--- src/rtl/seg_disp_arbiter_if.sv ---
// Bundle between the debug taps (requesters) and the display arbiter.
// The master side drives requests and data; the slave side is the arbiter.
interface seg_disp_arbiter_if;
  logic [3:0]  Req;
  logic [15:0] Data0;
  logic [15:0] Data1;
  logic [15:0] Data2;
  logic [15:0] Data3;
  logic [3:0]  Grant;
  logic [1:0]  Owner;
  logic [15:0] Disp_Data;
  logic        Valid;
  logic        Scan_Tick;

  modport master (
    output Req, Data0, Data1, Data2, Data3,
    input  Grant, Owner, Disp_Data, Valid, Scan_Tick
  );

  modport slave (
    input  Req, Data0, Data1, Data2, Data3,
    output Grant, Owner, Disp_Data, Valid, Scan_Tick
  );
endinterface

--- src/rtl/seg_disp_arbiter.sv ---
// Round-robin owner of the 4-digit seven-segment display with a minimum dwell
// measured in scan ticks; also generates the scan tick for the digit driver.
module seg_disp_arbiter #(
  parameter int SCAN_DIV = 50000,
  parameter int DWELL    = 2000
) (
  input logic               CLK,
  input logic               RST,
  seg_disp_arbiter_if.slave bus
);

  localparam int SCAN_W  = (SCAN_DIV > 1) ? $clog2(SCAN_DIV) : 1;
  localparam int DWELL_W = (DWELL > 1) ? $clog2(DWELL) : 1;
  localparam logic [SCAN_W-1:0]  SCAN_LAST  = SCAN_W'(SCAN_DIV - 1);
  localparam logic [SCAN_W-1:0]  SCAN_PRE   = SCAN_W'(SCAN_DIV - 2);
  localparam logic [DWELL_W-1:0] DWELL_LAST = DWELL_W'(DWELL - 1);

  typedef enum logic [1:0] {IDLE, SHOW, HOLD} state_t;

  state_t             state_reg;
  logic [SCAN_W-1:0]  scan_cnt_reg;
  logic               scan_tick_reg;
  logic [DWELL_W-1:0] dwell_cnt_reg;
  logic [1:0]         ptr_reg;
  logic [1:0]         owner_reg;
  logic [3:0]         grant_reg;
  logic               valid_reg;
  logic [15:0]        disp_reg;

  logic [15:0] data_arr [4];
  logic [3:0]  others;
  logic [1:0]  idle_pick;
  logic [1:0]  exp_pick;
  logic        req_owner;
  logic        expiry;

  // First requester at or after start, wrapping modulo 4.
  function automatic logic [1:0] rr_pick(input logic [3:0] mask, input logic [1:0] start);
    logic [1:0] pick;
    logic [1:0] idx;
    pick = start;
    for (int k = 3; k >= 0; k--) begin
      idx = start + 2'(k);
      if (mask[idx]) pick = idx;
    end
    return pick;
  endfunction

  assign data_arr[0] = bus.Data0;
  assign data_arr[1] = bus.Data1;
  assign data_arr[2] = bus.Data2;
  assign data_arr[3] = bus.Data3;

  genvar gi;
  generate
    for (gi = 0; gi < 4; gi++) begin : g_others
      assign others[gi] = bus.Req[gi] && (owner_reg != 2'(gi));
    end
  endgenerate

  assign req_owner = bus.Req[owner_reg];
  assign idle_pick = rr_pick(bus.Req, ptr_reg);
  assign exp_pick  = rr_pick(others, ptr_reg);
  // scan_tick_reg is high exactly while the edge about to happen is a tick edge.
  assign expiry    = scan_tick_reg && (dwell_cnt_reg == DWELL_LAST);

  always_ff @(posedge CLK) begin
    if (RST) begin
      state_reg     <= IDLE;
      scan_cnt_reg  <= '0;
      scan_tick_reg <= 1'b0;
      dwell_cnt_reg <= '0;
      ptr_reg       <= 2'd0;
      owner_reg     <= 2'd0;
      grant_reg     <= 4'b0000;
      valid_reg     <= 1'b0;
      disp_reg      <= 16'h0000;
    end else begin
      if (scan_cnt_reg == SCAN_LAST) begin
        scan_cnt_reg <= '0;
      end else begin
        scan_cnt_reg <= scan_cnt_reg + 1'b1;
      end
      scan_tick_reg <= (scan_cnt_reg == SCAN_PRE);

      case (state_reg)
        IDLE: begin
          dwell_cnt_reg <= '0;
          if (|bus.Req) begin
            owner_reg <= idle_pick;
            grant_reg <= 4'b0001 << idle_pick;
            valid_reg <= 1'b1;
            ptr_reg   <= idle_pick + 2'd1;
            state_reg <= SHOW;
          end
        end
        SHOW, HOLD: begin
          if (expiry) begin
            if (state_reg == SHOW) disp_reg <= data_arr[owner_reg];
            dwell_cnt_reg <= '0;
            if (|others) begin
              owner_reg <= exp_pick;
              grant_reg <= 4'b0001 << exp_pick;
              ptr_reg   <= exp_pick + 2'd1;
              state_reg <= SHOW;
            end else if (req_owner) begin
              ptr_reg   <= owner_reg + 2'd1;
              state_reg <= SHOW;
            end else begin
              grant_reg <= 4'b0000;
              valid_reg <= 1'b0;
              state_reg <= IDLE;
            end
          end else begin
            if (scan_tick_reg) dwell_cnt_reg <= dwell_cnt_reg + 1'b1;
            // A falling request freezes the display instead of loading new data.
            if (state_reg == SHOW) begin
              if (req_owner) begin
                disp_reg <= data_arr[owner_reg];
              end else begin
                state_reg <= HOLD;
              end
            end else if (req_owner) begin
              state_reg <= SHOW;
            end
          end
        end
        default: begin
          state_reg <= IDLE;
          grant_reg <= 4'b0000;
          valid_reg <= 1'b0;
        end
      endcase
    end
  end

  assign bus.Grant     = grant_reg;
  assign bus.Owner     = owner_reg;
  assign bus.Disp_Data = disp_reg;
  assign bus.Valid     = valid_reg;
  assign bus.Scan_Tick = scan_tick_reg;

endmodule

--- src/flat_wrapper.sv ---
// flat-port wrapper written by rule: the top's interface ports become plain ports
module seg_disp_arbiter_flat 
#(
  parameter int SCAN_DIV = 50000,
  parameter int DWELL    = 2000
)
  (CLK, RST, bus_Req, bus_Data0, bus_Data1, bus_Data2, bus_Data3, bus_Grant, bus_Owner, bus_Disp_Data, bus_Valid, bus_Scan_Tick);
  seg_disp_arbiter_if bus_i ();
  input logic CLK;
  input logic RST;
  input wire logic [$bits(bus_i.Req)-1:0] bus_Req;
  input wire logic [$bits(bus_i.Data0)-1:0] bus_Data0;
  input wire logic [$bits(bus_i.Data1)-1:0] bus_Data1;
  input wire logic [$bits(bus_i.Data2)-1:0] bus_Data2;
  input wire logic [$bits(bus_i.Data3)-1:0] bus_Data3;
  output wire logic [$bits(bus_i.Grant)-1:0] bus_Grant;
  output wire logic [$bits(bus_i.Owner)-1:0] bus_Owner;
  output wire logic [$bits(bus_i.Disp_Data)-1:0] bus_Disp_Data;
  output wire logic [$bits(bus_i.Valid)-1:0] bus_Valid;
  output wire logic [$bits(bus_i.Scan_Tick)-1:0] bus_Scan_Tick;
  assign bus_i.Req = bus_Req;
  assign bus_i.Data0 = bus_Data0;
  assign bus_i.Data1 = bus_Data1;
  assign bus_i.Data2 = bus_Data2;
  assign bus_i.Data3 = bus_Data3;
  assign bus_Grant = bus_i.Grant;
  assign bus_Owner = bus_i.Owner;
  assign bus_Disp_Data = bus_i.Disp_Data;
  assign bus_Valid = bus_i.Valid;
  assign bus_Scan_Tick = bus_i.Scan_Tick;
  seg_disp_arbiter #(.SCAN_DIV(SCAN_DIV), .DWELL(DWELL)) u_core (.CLK(CLK), .RST(RST), .bus(bus_i));
endmodule
--- config.mk ---
export PLATFORM = sky130hd
export DESIGN_NAME = seg_disp_arbiter_flat
export DESIGN_NICKNAME = d
export VERILOG_FILES = /design/src/rtl/seg_disp_arbiter_if.sv /design/src/rtl/seg_disp_arbiter.sv /design/src/flat_wrapper.sv
export SDC_FILE = /design/constraint.sdc
export NUM_CORES = 1
export LEC_CHECK = 0
export ABC_AREA = 1
export CAP_MARGIN = 20
export CORE_ASPECT_RATIO = 0.8
export CORE_MARGIN = 5
export CORE_UTILIZATION = 30
export CTS_CLUSTER_SIZE = 16
export DETAILED_ROUTE_END_ITERATION = 6
export MAX_ROUTING_LAYER = met4
export PLACE_DENSITY_LB_ADDON = 0.3
export SYNTH_ARGS = -nofsm -noshare
export SYNTH_HDL_FRONTEND = slang
export SYNTH_SLANG_ARGS = --single-unit
--- constraint.sdc ---
create_clock -name CLK -period 2.5 [get_ports CLK]
set_input_delay 0.5 -clock CLK [delete_from_list [all_inputs] [get_ports CLK]]
set_output_delay 0.5 -clock CLK [all_outputs]
set_load 0.05 [all_outputs]
Yosys cells after proc, flatten, opt, wreduce, memory -nomap -nowiden
Index checks and enable logic that the tools add are counted.
W data, S select, Z words.
{"block": "word_totals", "regBits": 55, "latch_bits": 0, "mem_bits_rw": 0, "romBits": 0, "out_inout_bits": 24, "word_cells": 127, "n_memories": 0}
{"block": "op_classes", "addsub": 8, "multipliers": 0, "n_div": 0, "magnitude_cmp": 6, "n_eq_ne": 18, "shift": 2, "muxes": 63, "n_bitwise": 1, "n_reduce_logical": 20}
{"cell": "$mux W16", "n": 6}
{"cell": "$mux W2", "n": 21}
{"cell": "$bmux W16 S2", "n": 1}
{"cell": "$eq A16 B16 Y1 const B", "n": 2}
{"cell": "$mux W11", "n": 2}
{"cell": "$pmux W11 S2", "n": 1}
{"cell": "$bmux W1 S2", "n": 9}
{"cell": "$add A16 B1 Y16 const B", "n": 1}
{"cell": "$mux W4", "n": 4}
{"cell": "$lt A2 B3 Y1 const B", "n": 5}
{"cell": "$mux W1", "n": 14}
{"cell": "$pmux W2 S2", "n": 3}
{"cell": "$reduce_and A4 Y1", "n": 3}
{"cell": "$add A11 B1 Y11 const B", "n": 1}
{"cell": "$eq A11 B11 Y1 const B", "n": 1}
{"cell": "$reduce_and A3 Y1", "n": 3}
{"cell": "$add A2 B1 Y2 const B", "n": 4}
{"cell": "$ne A2 B1 Y1 const B", "n": 4}
{"cell": "$ne A2 B2 Y1 const B", "n": 4}
{"cell": "$pmux W4 S2", "n": 1}
{"cell": "$reduce_or A4 Y1", "n": 2}
{"cell": "$shl A1 B2 Y4 const A", "n": 2}
{"cell": "$ne A3 B1 Y1 const B", "n": 2}
{"cell": "$reduce_bool A2 Y1", "n": 3}
{"cell": "13 further kinds", "n": 19}

Depth between registers and ports, before layout
Gate-level depths: netlist (run 1).
{"block": "logic_depth", "ltp_word": 12, "depth_mapped": 18, "depth_no_buf": 17}

Worst setup path after synthesis (run 1)
Ideal clock, no wire load.
{"block": "synth_timing", "path_kind": "register to register", "start": "register u_core.owner_reg[0] (netlist: u_core.bus.Owner[0])", "end": "register u_core.ptr_reg[1]", "t_arrival_ns": 1.886, "required_ns": 2.391, "path_slack_ns": 0.505, "path_stages_with_launch": 14, "period_less_slack_ns": 1.995, "path_cell_list": "dfxtp_1 -> nand2_1 -> inv_2 -> o22ai_1 -> nor3_2 -> nand2_1 -> nor2_1 -> nor2_1 -> nand2_1 -> inv_1 -> nand2_1 -> nand3b_1 -> nand2_1 -> inv_1"}
{"block": "synth_between", "elab_chain_len": 12}
{"element": "start, declared", "line": "seg_disp_arbiter.sv:25", "source": "logic [1:0] owner_reg;"}
{"element": "start signal, assigned", "line": "seg_disp_arbiter.sv:90", "source": "owner_reg <= idle_pick;"}
{"element": "start signal, assigned", "line": "seg_disp_arbiter.sv:102", "source": "owner_reg <= exp_pick;"}
{"element": "$ne A2 B1 Y1 (tied with other cells)", "line": "seg_disp_arbiter.sv:57", "source": "assign others[gi] = bus.Req[gi] && (owner_reg != 2'(gi));"}
{"element": "$logic_and A1 B1 Y1", "line": "seg_disp_arbiter.sv:57"}
{"element": "$bmux W1 S2", "line": "seg_disp_arbiter.sv:44", "source": "if (mask[idx]) pick = idx;"}
{"element": "$mux W1 (not written as such)", "line": "seg_disp_arbiter.sv:44"}
{"element": "$mux W2 (4 in a row)", "line": "seg_disp_arbiter.sv:44"}
{"element": "$add A2 B1 Y2", "line": "seg_disp_arbiter.sv:104", "source": "ptr_reg <= exp_pick + 2'd1;"}
{"element": "$mux W2", "line": "seg_disp_arbiter.sv:101", "source": "if (|others) begin"}
{"element": "$mux W2", "line": "seg_disp_arbiter.sv:98", "source": "if (expiry) begin"}
{"element": "$pmux W2 S2", "line": "seg_disp_arbiter.sv:86", "source": "case (state_reg)"}
{"element": "end signal, assigned", "line": "seg_disp_arbiter.sv:93", "source": "ptr_reg <= idle_pick + 2'd1;"}
{"element": "end signal, assigned", "line": "seg_disp_arbiter.sv:104"}
{"element": "end signal, assigned", "line": "seg_disp_arbiter.sv:107", "source": "ptr_reg <= owner_reg + 2'd1;"}
{"element": "end, declared", "line": "seg_disp_arbiter.sv:24", "source": "logic [1:0] ptr_reg;"}
Several ways; a longest one is shown, not always the timed one. The select of a mux whose other input is x is not followed.
A chain may end at the register's enable or synchronous reset.

Final worst setup path (run 1)
{"block": "layout_timing", "start": "register u_core.state_reg[0]", "end": "register u_core.dwell_cnt_reg[4]"}
{"block": "layout_between", "elab_chain_len": 4}
{"element": "start, declared", "line": "seg_disp_arbiter.sv:20", "source": "state_t state_reg;"}
{"element": "start signal, assigned", "line": "seg_disp_arbiter.sv:69", "source": "state_reg <= IDLE;"}
{"element": "start signal, assigned", "line": "seg_disp_arbiter.sv:94", "source": "state_reg <= SHOW;"}
{"element": "start signal, assigned", "line": "seg_disp_arbiter.sv:105", "source": "state_reg <= SHOW;"}
{"element": "$eq A2 B1 Y1 or $eq A2 B2 Y1 (tied branches)", "line": "seg_disp_arbiter.sv:86"}
{"element": "$reduce_or A2 Y1", "line": "seg_disp_arbiter.sv:86"}
{"element": "$ne A3 B1 Y1 (no line) or $reduce_bool A2 Y1 (tied branches)"}
{"element": "$reduce_and A2 Y1 (no line)"}
{"element": "end signal, assigned", "line": "seg_disp_arbiter.sv:115", "source": "if (scan_tick_reg) dwell_cnt_reg <= dwell_cnt_reg + 1'b1;"}
{"element": "end, declared", "line": "seg_disp_arbiter.sv:23", "source": "logic [DWELL_W-1:0] dwell_cnt_reg;"}
Several ways; a longest one is shown, not always the timed one.

==> results of run 1 <==
-- per-stage QoR --
step                hold slack [ns]  area (um2)
floorplan                    0.4297        3351
global placement             0.4415        4444
detailed placement           0.4497        4444
CTS                          0.4703        4597
global route                 0.5004        4597
finish                       0.4676        4597
-- synthesized netlist by cell type, types with 5 or more instances --
cell type	instances
inv_2	12
nor3_1	16
o21ai_0	25
dfxtp_1	55
inv_1	49
nand4_1	8
nand2_1	111
ha_1	7
nor2_1	32
clkbuf_1	6
nor3b_1	5
a22o_1	16
a21oi_1	38
a221oi_1	16
xor2_1	5
nand3_1	34
-- worst max path at each step --
stage                                          to  slack (ns)  cells past startpoint
after global placement          u_core.ptr_reg[0]        0.17                     14
after CTS                 u_core.dwell_cnt_reg[4]        0.26                      9
after detailed placement        u_core.ptr_reg[1]        0.09                     16
after floorplan                 u_core.ptr_reg[1]        0.50                     13
final                     u_core.dwell_cnt_reg[4]        0.25                      9
after global routing            u_core.ptr_reg[1]        0.05                     16
-- power groups by stage --
stage	combinational [W]	clock, W	sequential [W]
after global routing	0.00302	0.000771	0.00117
after CTS	0.00271	0.000743	0.00115
final	0.00270	0.000723	0.00114
after global placement	0.00267	0	0.00116
after detailed placement	0.00270	0	0.00116
after floorplan	0.00163	0	0.00151
-- kinds of logic after synthesis --
kind of cell | after synthesis | synth area share (%)
fa+ha+maj | 7 | 2.614
buf+inv | 74 | 9.074
simple gates | 227 | 32.04
compound gates | 113 | 21.84
flops | 55 | 32.86
xor+xnor | 6 | 1.568
-- worst min-delay path, delay by kind of cell, from the launching register on --
family           cells  cell delay (ns)
flip-flops           1             0.31
AO/OA/AOI/OAI        1             0.05
AND/OR/NAND/NOR      1             0.06
-- layout make-up --
class	instances	share of cell area, %
Clock buffer	6	3.021
Tap cell	144	3.919
Multi-Input combinational cell	353	42.32
Sequential cell	55	23.95
Clock inverter	2	0.2994
Timing Repair Buffer	99	21.50
Inverter	61	4.981
-- layer usage --
metal | vias up | part of all wire (%) | global-route usage, % | wire length, um
li1 | 1835 | - | - | -
met1 | 1559 | 47 | 17.58 | 4270
met2 | 83 | 47 | 22.80 | 4328
met3 | 8 | 5.6 | 2.875 | 517
met4 | 0 | 0.46 | 1.894 | 42
met5 | - | 0 | - | 0
==> summary.md, run 1 <==
| Metric | Value |
|---|---|
| Status | finished clean |
| DRC | 0 |
| Period utilisation layout | 90.18% |
| Initial antenna violation count | 0 |
| Clk_lat worst skew | 0.29 ns |
| Fillcell total | 1129 |
| Placed cells | 712 |
| Grt total ovfl | 0 |
| Hpwl dp | about 7.3 mm |
| Final Setup Violations | 0 |
| R2r endpoint | u_core.dwell_cnt_reg[4] |
| Worst path top cell family by delay | compound AO/OA/AOI/OAI gates |
| Die Area | around 0.013 mm2 |
| Vias | 3485 |
| WHS Path Cells | 2 |
| H-tree Lvls | 2 |
| Syn Std Cell Area | 0.003351 mm2 |
| Leading area contributor after synthesis | dfxtp_1 |
| Worst Tran Pin Value | 0.6416 ns |
| Hold EP | u_core.bus.Grant[3] |
| Routed wire length | 9.158 mm |
| Clock sink total | 55 |
| Worst reg-to-reg setup slack | 0.25 ns |
| Area occupied by multi-input gates | 0.001946 mm2 |
| Worst-path clk slew | 0.07 ns |
| Worst Path Max Fanout | 9 |
| CTS Root Cell | clkbuf_16 |
| Worst path bufs/invs | 4 |
| Cells along the critical path | inv_1 > ha_1 > nand2_1 > inv_1 > a21oi_1 > inv_2 > a21oi_1 > inv_2 > nor3b_1 |
| Critical Path Start | u_core.state_reg[0] |
| Post-synthesis register bit count | between 50 and 60 |
| Setup TNS | 0 ns |
| Initial core utilization | approximately 30% |
| Post-route core utilization | 42.21% |
| Pre-CTS WS | 0.09161 ns |
| Largest net degree at the start of global routing | 33 |
| Post-Syn Nets | 559 |
| Library cells used by synthesis | 42 |
| Achievable frequency | 443.6 MHz |
| Total CTS buffers | 5 |
| Yosys warnings | 0 |
| Clock buffer depth | 2 |
| Overall power | 0.004568 W |
| Non-Filler Instances | slightly above 700 |
| Async SR Flop Fraction | 0% |
| Post-layout min period | 2.255 ns |
| CP required | 2.72 ns |
| Fin worst setup slack | approximately 0.25 ns |
| Final hold violations | 0 |
| CP Data Arrival Time | roughly 2.5 ns |
| Slew HR | 56.97% |
| Worst Setup End Kind | flip-flop |
| Horiz. Die Dim | ~130 um |
| Clock share of power | about 16% |
| P per Cell Area | between 900 and 1000 mW/mm2 |
| Diode count | 0 |
| CTS tree | done |
| Post-synthesis sequential area ratio | about 33% |
| HP Class | flip-flop to flip-flop |
| Port Buf Inserts | 93 |
| IO Pins | 94 |
| Ranking of synthesized cells by area | dfxtp_1, nand2_1, a21oi_1, inv_1, nand3_1 |
| Switching Share | roughly 48% |
| Post-Synthesis Cells | 482 |
| Chip height | 104.5 um |
| Worst clock skew | approximately 0.0042 ns |
| Site row count | 34 |
| Hold buffers post-CTS | 0 |
| RSZ-0062 raised after global routing | no |
| Share of post-route cells with drive strength above 1 | 8.507% |
| Synthesized area per cell | 6.952 um2 |
| Startpoint types | flip-flop |
| Syn-to-layout area delta | 37.19% |
| P_sw | around 0.0022 W |
| GPL Wtd Cong | 0.9112 |
| Setup CP Type | flip-flop to flip-flop |
| Proportion of netlist area held by the largest area contributor | 32.86% |
| Final nets | 652 |
| Post-synth EDFFs | 0 |
| Initial DRC Count | 242 |
| R2R depth | 9 |
| Worst vdd ir | about 0.00032 V |
| First-pass GRT wire length | 15.14 mm |
| Leakage | 1.995 nW |
| MaxCap Viol Count | 0 |
| Slowest CP cell | ha_1 |
| RR Startpoint | u_core.state_reg[0] |
| Post-DRT Antenna Nets | 0 |
| Hold Startpoint | u_core.bus.Grant[3] |
| Commonest non-fill, non-tap cell in the layout | nand2_1 |
| Reg power frac | 25.0% |
| Top FF cell, synth | dfxtp_1 |
| Reg area | 0.001101 mm2 |
| All-Layer GR Usage | a little over an eighth |
| CORE AREA | 0.01089 mm2 |
| Combinational power share | 59.1% |
| Routed WL per cell | 12.72 um |
| Int Pwr | roughly 0.0024 W |
| Post-CTS Setup Bufs | 0 |
| Worst path max stage delay | 0.43 ns |
| Number of global-route vias before repair | 3367 |
| Most frequent cells in the layout | nand2_1, clkdlybuf4s50_1, dfxtp_1 |
| Post-CTS sizing | 0 |
| Via/cell ratio | 4.840 |
| Max Slew Vio Count | 0 |
| Initial DRT Pass Iterations | 4 |
Power figures use the tool's default switching activity.
==> run 2, diff against run 1 <==
CTS_CLUSTER_DIAMETER = 60   (was unset)
GPL_ROUTABILITY_DRIVEN = 0   (was unset)
clock period = 2.6 ns   (was 2.5 ns; I/O delays follow)
==> run 2 against run 1 <==
Against the previous run: non-clock buffer count decreased by 1; clock skew about the same; clock-buffer cell count unchanged; combinational power decreased by 4%; total power decreased by 2.9%.
==> summary.md, run 2 (synthesis gave the netlist of run 1 again) <==
| Metric | Value |
|---|---|
| Status | finished clean (unchanged) |
| CTS tree | done (unchanged) |
| Initial DRT Pass Iterations | 5 (was 4) |
| Clock sink total | 55 (unchanged) |
| Site row count | 34 (unchanged) |
| Diode count | 0 (unchanged) |
| Worst Path Max Fanout | 9 (unchanged) |
| All-Layer GR Usage | 14.04% (was 13.71%) |
| Clk_lat worst skew | 0.29 ns (about the same) |
| Number of global-route vias before repair | 3350 (was 3367) |
| Initial antenna violation count | 0 (unchanged) |
| Post-CTS Setup Bufs | 0 (unchanged) |
| Leakage | 1.994 nW (was 1.995 nW) |
| Setup CP Type | flip-flop to flip-flop (unchanged) |
| MaxCap Viol Count | 0 (unchanged) |
| CP required | 2.82 ns (was 2.72 ns) |
| Achievable frequency | 434.2 MHz (was 443.6 MHz) |
| Post-DRT Antenna Nets | 0 (unchanged) |
| Worst path max stage delay | 0.48 ns (was 0.43 ns) |
| Share of post-route cells with drive strength above 1 | 8.174% (was 8.507%) |
| Final hold violations | 0 (unchanged) |
| Largest net degree at the start of global routing | 33 (unchanged) |
| P per Cell Area | 963.6 mW/mm2 (was 993.8 mW/mm2) |
| Via/cell ratio | 4.871 (was 4.840) |
| DRC | 0 (unchanged) |
| Grt total ovfl | 0 (unchanged) |
| Worst path bufs/invs | 4 (unchanged) |
| Worst clock skew | 0.004077 ns (was 0.004172 ns) |
| Hold buffers post-CTS | 0 (unchanged) |
| RSZ-0062 raised after global routing | no (unchanged) |
| Final Setup Violations | 0 (unchanged) |
| Worst path top cell family by delay | compound AO/OA/AOI/OAI gates (unchanged) |
| Die Area | 0.01340 mm2 (unchanged) |
| Routed wire length | 9.079 mm (was 9.158 mm) |
| Post-CTS sizing | 0 (unchanged) |
| Initial DRC Count | 245 (was 242) |
| Slowest CP cell | ha_1 (unchanged) |
| Most frequent cells in the layout | nand2_1, clkdlybuf4s50_1, dfxtp_1 (unchanged) |
| Total CTS buffers | 5 (unchanged) |
| Chip height | 104.5 um (unchanged) |
| Routed WL per cell | 12.63 um (was 12.72 um) |
| Startpoint types | flip-flop (unchanged) |
| Initial core utilization | 30.77% (unchanged) |
| Post-layout min period | 2.303 ns (was 2.255 ns) |
| Most common cell on crit path | inv_2 |
| IO Pins | 94 (unchanged) |
| First-pass GRT wire length | 15.36 mm (was 15.14 mm) |
| Max Slew Vio Count | 0 (unchanged) |
| Worst-path clk slew | 0.07 ns (about the same) |
| Commonest non-fill, non-tap cell in the layout | nand2_1 (unchanged) |
| CP Data Arrival Time | 2.52 ns (was 2.47 ns) |
| Worst Setup End Kind | flip-flop (unchanged) |
| Clock buffer depth | 2 (unchanged) |
| Slew HR | 62.56% (was 56.97%) |
| Cells along the critical path | inv_1 > ha_1 > inv_2 > a21oi_1 > inv_2 > a21oi_1 > inv_2 > nor3_1 (was inv_1 > ha_1 > nand2_1 > inv_1 > a21oi_1 > inv_2 > a21oi_1 > inv_2 > nor3b_1) |
| Worst Tran Pin Value | 0.5582 ns (was 0.6416 ns) |
| Hpwl dp | 7.304 mm (was 7.305 mm) |
| CTS Root Cell | clkbuf_16 (unchanged) |
| Syn-to-layout area delta | 37.42% (was 37.19%) |
| Post-route core utilization | 42.28% (was 42.21%) |
| Final nets | 651 (was 652) |
| CORE AREA | 0.01089 mm2 (unchanged) |
| HP Class | flip-flop to flip-flop (unchanged) |
| Vias | 3502 (was 3485) |
| H-tree Lvls | 2 (unchanged) |
| Setup TNS | 0 ns (unchanged) |
| Port Buf Inserts | 93 (unchanged) |
| Horiz. Die Dim | 128.2 um (unchanged) |
| Period utilisation layout | 88.57% (was 90.18%) |
| Worst vdd ir | 0.0003464 V (was 0.0003227 V) |
run 2: cell count changes in the layout (fill, tap and decap cells not counted):
cell and change:
clkbuf_8 -1, bufinv_16 +1, clkbuf_1 +1, buf_4 -1
clkinv_2 -1
run 2: path summary, 6_finish.rpt:
kind	to	slack, ns	depth (start not counted)	from
min	u_core.scan_cnt_reg[0]	0.47	1	u_core.scan_cnt_reg[0]
max	u_core.dwell_cnt_reg[7]	0.30	8	u_core.state_reg[0]
max reg2reg	u_core.dwell_cnt_reg[7]	0.30	8	u_core.state_reg[0]
min reg2reg	u_core.scan_cnt_reg[0]	0.47	1	u_core.scan_cnt_reg[0]
run 2: report_power, final:
part | internal, W | switching, W
logic | 0.000911 | 0.00166
registers | 0.000986 | 0.000115
clock network | 0.000459 | 0.000301
run 2: area by class of cell:
cell class | count | area (um2)
timing repair buffer | 98 | 980.9
clock buffer | 6 | 128.9
inverter | 61 | 229.0
tap | 144 | 180.2
sequential | 55 | 1101
multi-input combinational | 353 | 1946
fill | 1160 | 6286
clock inverter | 2 | 38.79
run 2: routing by layer:
metal  share of wire (%)  vias up  track usage, %
li1                    -     1831               -
met2                  47       99           22.72
met3                 6.6        6           3.850
met5                   0        -               -
met4                0.57        0           2.197
met1                  45     1566           17.88
run 2: worst register-to-register path, cell delays in order, from the launching register on:
cell and delay [ns]:
dfxtp_1 0.38, inv_1 0.09, ha_1 0.48, inv_2 0.16, a21oi_1 0.44, inv_2 0.13, a21oi_1 0.23, inv_2 0.13
nor3_1 0.19
run 2: through the flow:
step	cells	worst slack, ns	hold WS [ns]	cell area, um2	power (W)
floorplan	482	0.6046	0.4297	3351	0.003015
global placement	711	0.2529	0.4431	4437	0.003666
detailed placement	711	0.2223	0.4590	4437	0.003691
CTS	719	0.2846	0.4710	4604	0.004471
global route	719	0.04159	0.4977	4604	0.004821
finish	719	0.2972	0.4662	4604	0.004437
==> run 3, diff against run 2 <==
clock period = 2.2 ns   (was 2.6 ns; I/O delays follow)
==> run 3 against run 2 <==
Against the previous run: flip-flop and latch count did not move; total power up 21%; global-route usage rose by 0.43 points; clock power is 8.3% higher; critical endpoint is now bus_Owner[0]; sequential share of layout area down 0.56 points; clock skew is 0.00051 ns lower; setup slack worse by 0.14 ns.
==> summary.md, run 3 (synthesis gave the netlist of run 1 again) <==
| Metric | Value |
|---|---|
| Status | finished clean (unchanged) |
| Worst vdd ir | 0.0004342 V (was 0.0003464 V) |
| Final Setup Violations | 0 (unchanged) |
| Min Hold Slack | 0.4651 ns (was 0.4662 ns) |
| Share of post-route cells with drive strength above 1 | 10.85% (was 8.174%) |
| RSZ-0062 raised after global routing | no (unchanged) |
| Grt total ovfl | 0 (unchanged) |
| Worst path max stage delay | 0.86 ns (was 0.48 ns) |
| Die Area | 0.01340 mm2 (unchanged) |
| Placement Cell Area | 0.004553 mm2 (was 0.004437 mm2) |
| Post-layout min period | between 2 and 2.5 ns |
| Fin worst setup slack | 0.1560 ns (was 0.2972 ns) |
| Number of global-route vias before repair | 3450 (was 3350) |
| Leakage | 2.070 nW (was 1.994 nW) |
| Port Buf Inserts | 93 (unchanged) |
| Site row count | 34 (unchanged) |
| Pre-CTS WS | -0.1385 ns (was 0.2223 ns) |
| Initial DRC Count | 208 (was 245) |
| Area occupied by multi-input gates | 0.001949 mm2 (was 0.001946 mm2) |
| Routed wire length | 9.352 mm (was 9.079 mm) |
| Max Slew Vio Count | 0 (unchanged) |
| All-Layer GR Usage | 14.47% (was 14.04%) |
| Final hold violations | 0 (unchanged) |
| Clock sink total | 55 (unchanged) |
| HP Class | flip-flop to flip-flop (unchanged) |
| Cells along the critical path | clkdlybuf4s50_1 (was inv_1 > ha_1 > inv_2 > a21oi_1 > inv_2 > a21oi_1 > inv_2 > nor3_1) |
| Initial antenna violation count | 0 (unchanged) |
| Startpoint types | flip-flop (unchanged) |
| Chip height | 104.5 um (unchanged) |
| Cell area after layout | 0.004715 mm2 (was 0.004604 mm2) |
| Worst clock skew | 0.003571 ns (was 0.004077 ns) |
| Post-route core utilization | 43.29% (was 42.28%) |
| Initial DRT Pass Iterations | 4 (was 5) |
| Post-CTS Setup Bufs | 0 (unchanged) |
| Slowest CP cell | clkdlybuf4s50_1 (was ha_1) |
| Period utilisation layout | 92.91% |
| Final nets | 666 (was 651) |
| Via/cell ratio | 4.865 (was 4.871) |
| Largest net degree at the start of global routing | 33 (unchanged) |
| Worst Setup End Kind | output port (was flip-flop) |
| First-pass GRT wire length | 15.83 mm (was 15.36 mm) |
| Worst path top cell family by delay | buffers and inverters (was compound AO/OA/AOI/OAI gates) |
| Met2 usage in global routing | 23.92% (was 22.72%) |
| Total CTS buffers | 5 (unchanged) |
| Post-DRT Antenna Nets | 0 (unchanged) |
| P per Cell Area | 1135 mW/mm2 (was 963.6 mW/mm2) |
| Clock buffer depth | 2 (unchanged) |
| Syn-to-layout area delta | 40.70% (was 37.42%) |
| Gr busiest metal | met2 (unchanged) |
| IO Pins | 94 (unchanged) |
| Vias | 3571 (was 3502) |
| Slew HR | 50.13% (was 62.56%) |
| DRC | 0 (unchanged) |
| Achievable frequency | 489.2 MHz |
| Worst reg-to-reg setup slack | 0.26 ns (was 0.30 ns) |
| H-tree Lvls | 2 (unchanged) |
| CTS Root Cell | clkbuf_16 (unchanged) |
| Diode count | 0 (unchanged) |
| Reg area | 0.001101 mm2 (unchanged) |
| Fillcell total | 1116 (was 1160) |
| Overall power | 0.005353 W (was 0.004437 W) |
| Met1 GRT Util | 18.06% (was 17.88%) |
| CP required | 1.76 ns (was 2.82 ns) |
| Worst path bufs/invs | 1 (was 4) |
| Commonest non-fill, non-tap cell in the layout | nand2_1 (unchanged) |
| M3 GR Usage | 3.850% (unchanged) |
| Horiz. Die Dim | 128.2 um (unchanged) |
| Worst Path Max Fanout | 5 (was 9) |
| Routed WL per cell | 12.74 um (was 12.63 um) |
| Worst Tran Pin Value | 0.7437 ns (was 0.5582 ns) |
| Setup CP Type | flip-flop to output port (was flip-flop to flip-flop) |
| Most frequent cells in the layout | nand2_1, clkdlybuf4s50_1, dfxtp_1 (unchanged) |
| Worst-path clk slew | 0.07 ns (about the same) |
| Hold buffers post-CTS | 0 (unchanged) |
| CTS tree | done (unchanged) |
| MaxCap Viol Count | 0 (unchanged) |
| CORE AREA | 0.01089 mm2 (unchanged) |
| CP Data Arrival Time | 1.60 ns (was 2.52 ns) |
| Clk_lat worst skew | 0.30 ns (was 0.29 ns) |
| Initial core utilization | 30.77% (unchanged) |
| Hpwl dp | 7.489 mm (was 7.304 mm) |
run 3: area by class of cell:
type                       count  area share (%)
timing repair buffer         113           23.33
clock inverter                 2          0.3450
clock buffer                   6           2.946
tap                          144           3.822
multi-input combinational    353           41.35
inverter                      61           4.857
sequential                    55           23.35
run 3: worst min-delay path: cells and delay by family (launching register included):
kind / cells / cell delay, ns
flops: 1 / 0.31
simple gates: 1 / 0.06
compound gates: 1 / 0.05
run 3: power by group:
group          internal (W)  switching (W)  leakage, nW
Sequential          0.00117       0.000122        0.447
Clock              0.000456       0.000368       0.0731
Combinational       0.00121        0.00203         1.55
Total               0.00283        0.00252         2.07
run 3: what timing repair did:
item	4_1_cts	5_1_grt
endpoints found under the hold margin	0	0
gates resized for setup	0	4
setup endpoints to repair	0	13
run 3: path summary, 6_finish.rpt:
path | start | cells after the start | end
worst max-delay path | u_core.bus.Owner[0] | 1 | bus_Owner[0]
worst min-delay path | u_core.bus.Grant[3] | 2 | u_core.bus.Grant[3]
worst max register to register | u_core.scan_cnt_reg[13] | 6 | u_core.scan_cnt_reg[8]
worst min register to register | u_core.bus.Grant[3] | 2 | u_core.bus.Grant[3]
run 3: per-stage QoR:
stage | TNS [ns] | std cells
6_report | 0 | 734
5_1_grt | 0 | 734
4_1_cts | 0 | 734
3_5_place_dp | -0.5584 | 726
3_3_place_gp | -0.1641 | 725
2_1_floorplan | 0 | 482
run 3: routing by layer:
metal  vias up  part of all wire (%)
met4         0                  0.73
met1      1613                    46
met2        88                    47
met5         -                     0
li1       1861                     -
met3         9                   5.7
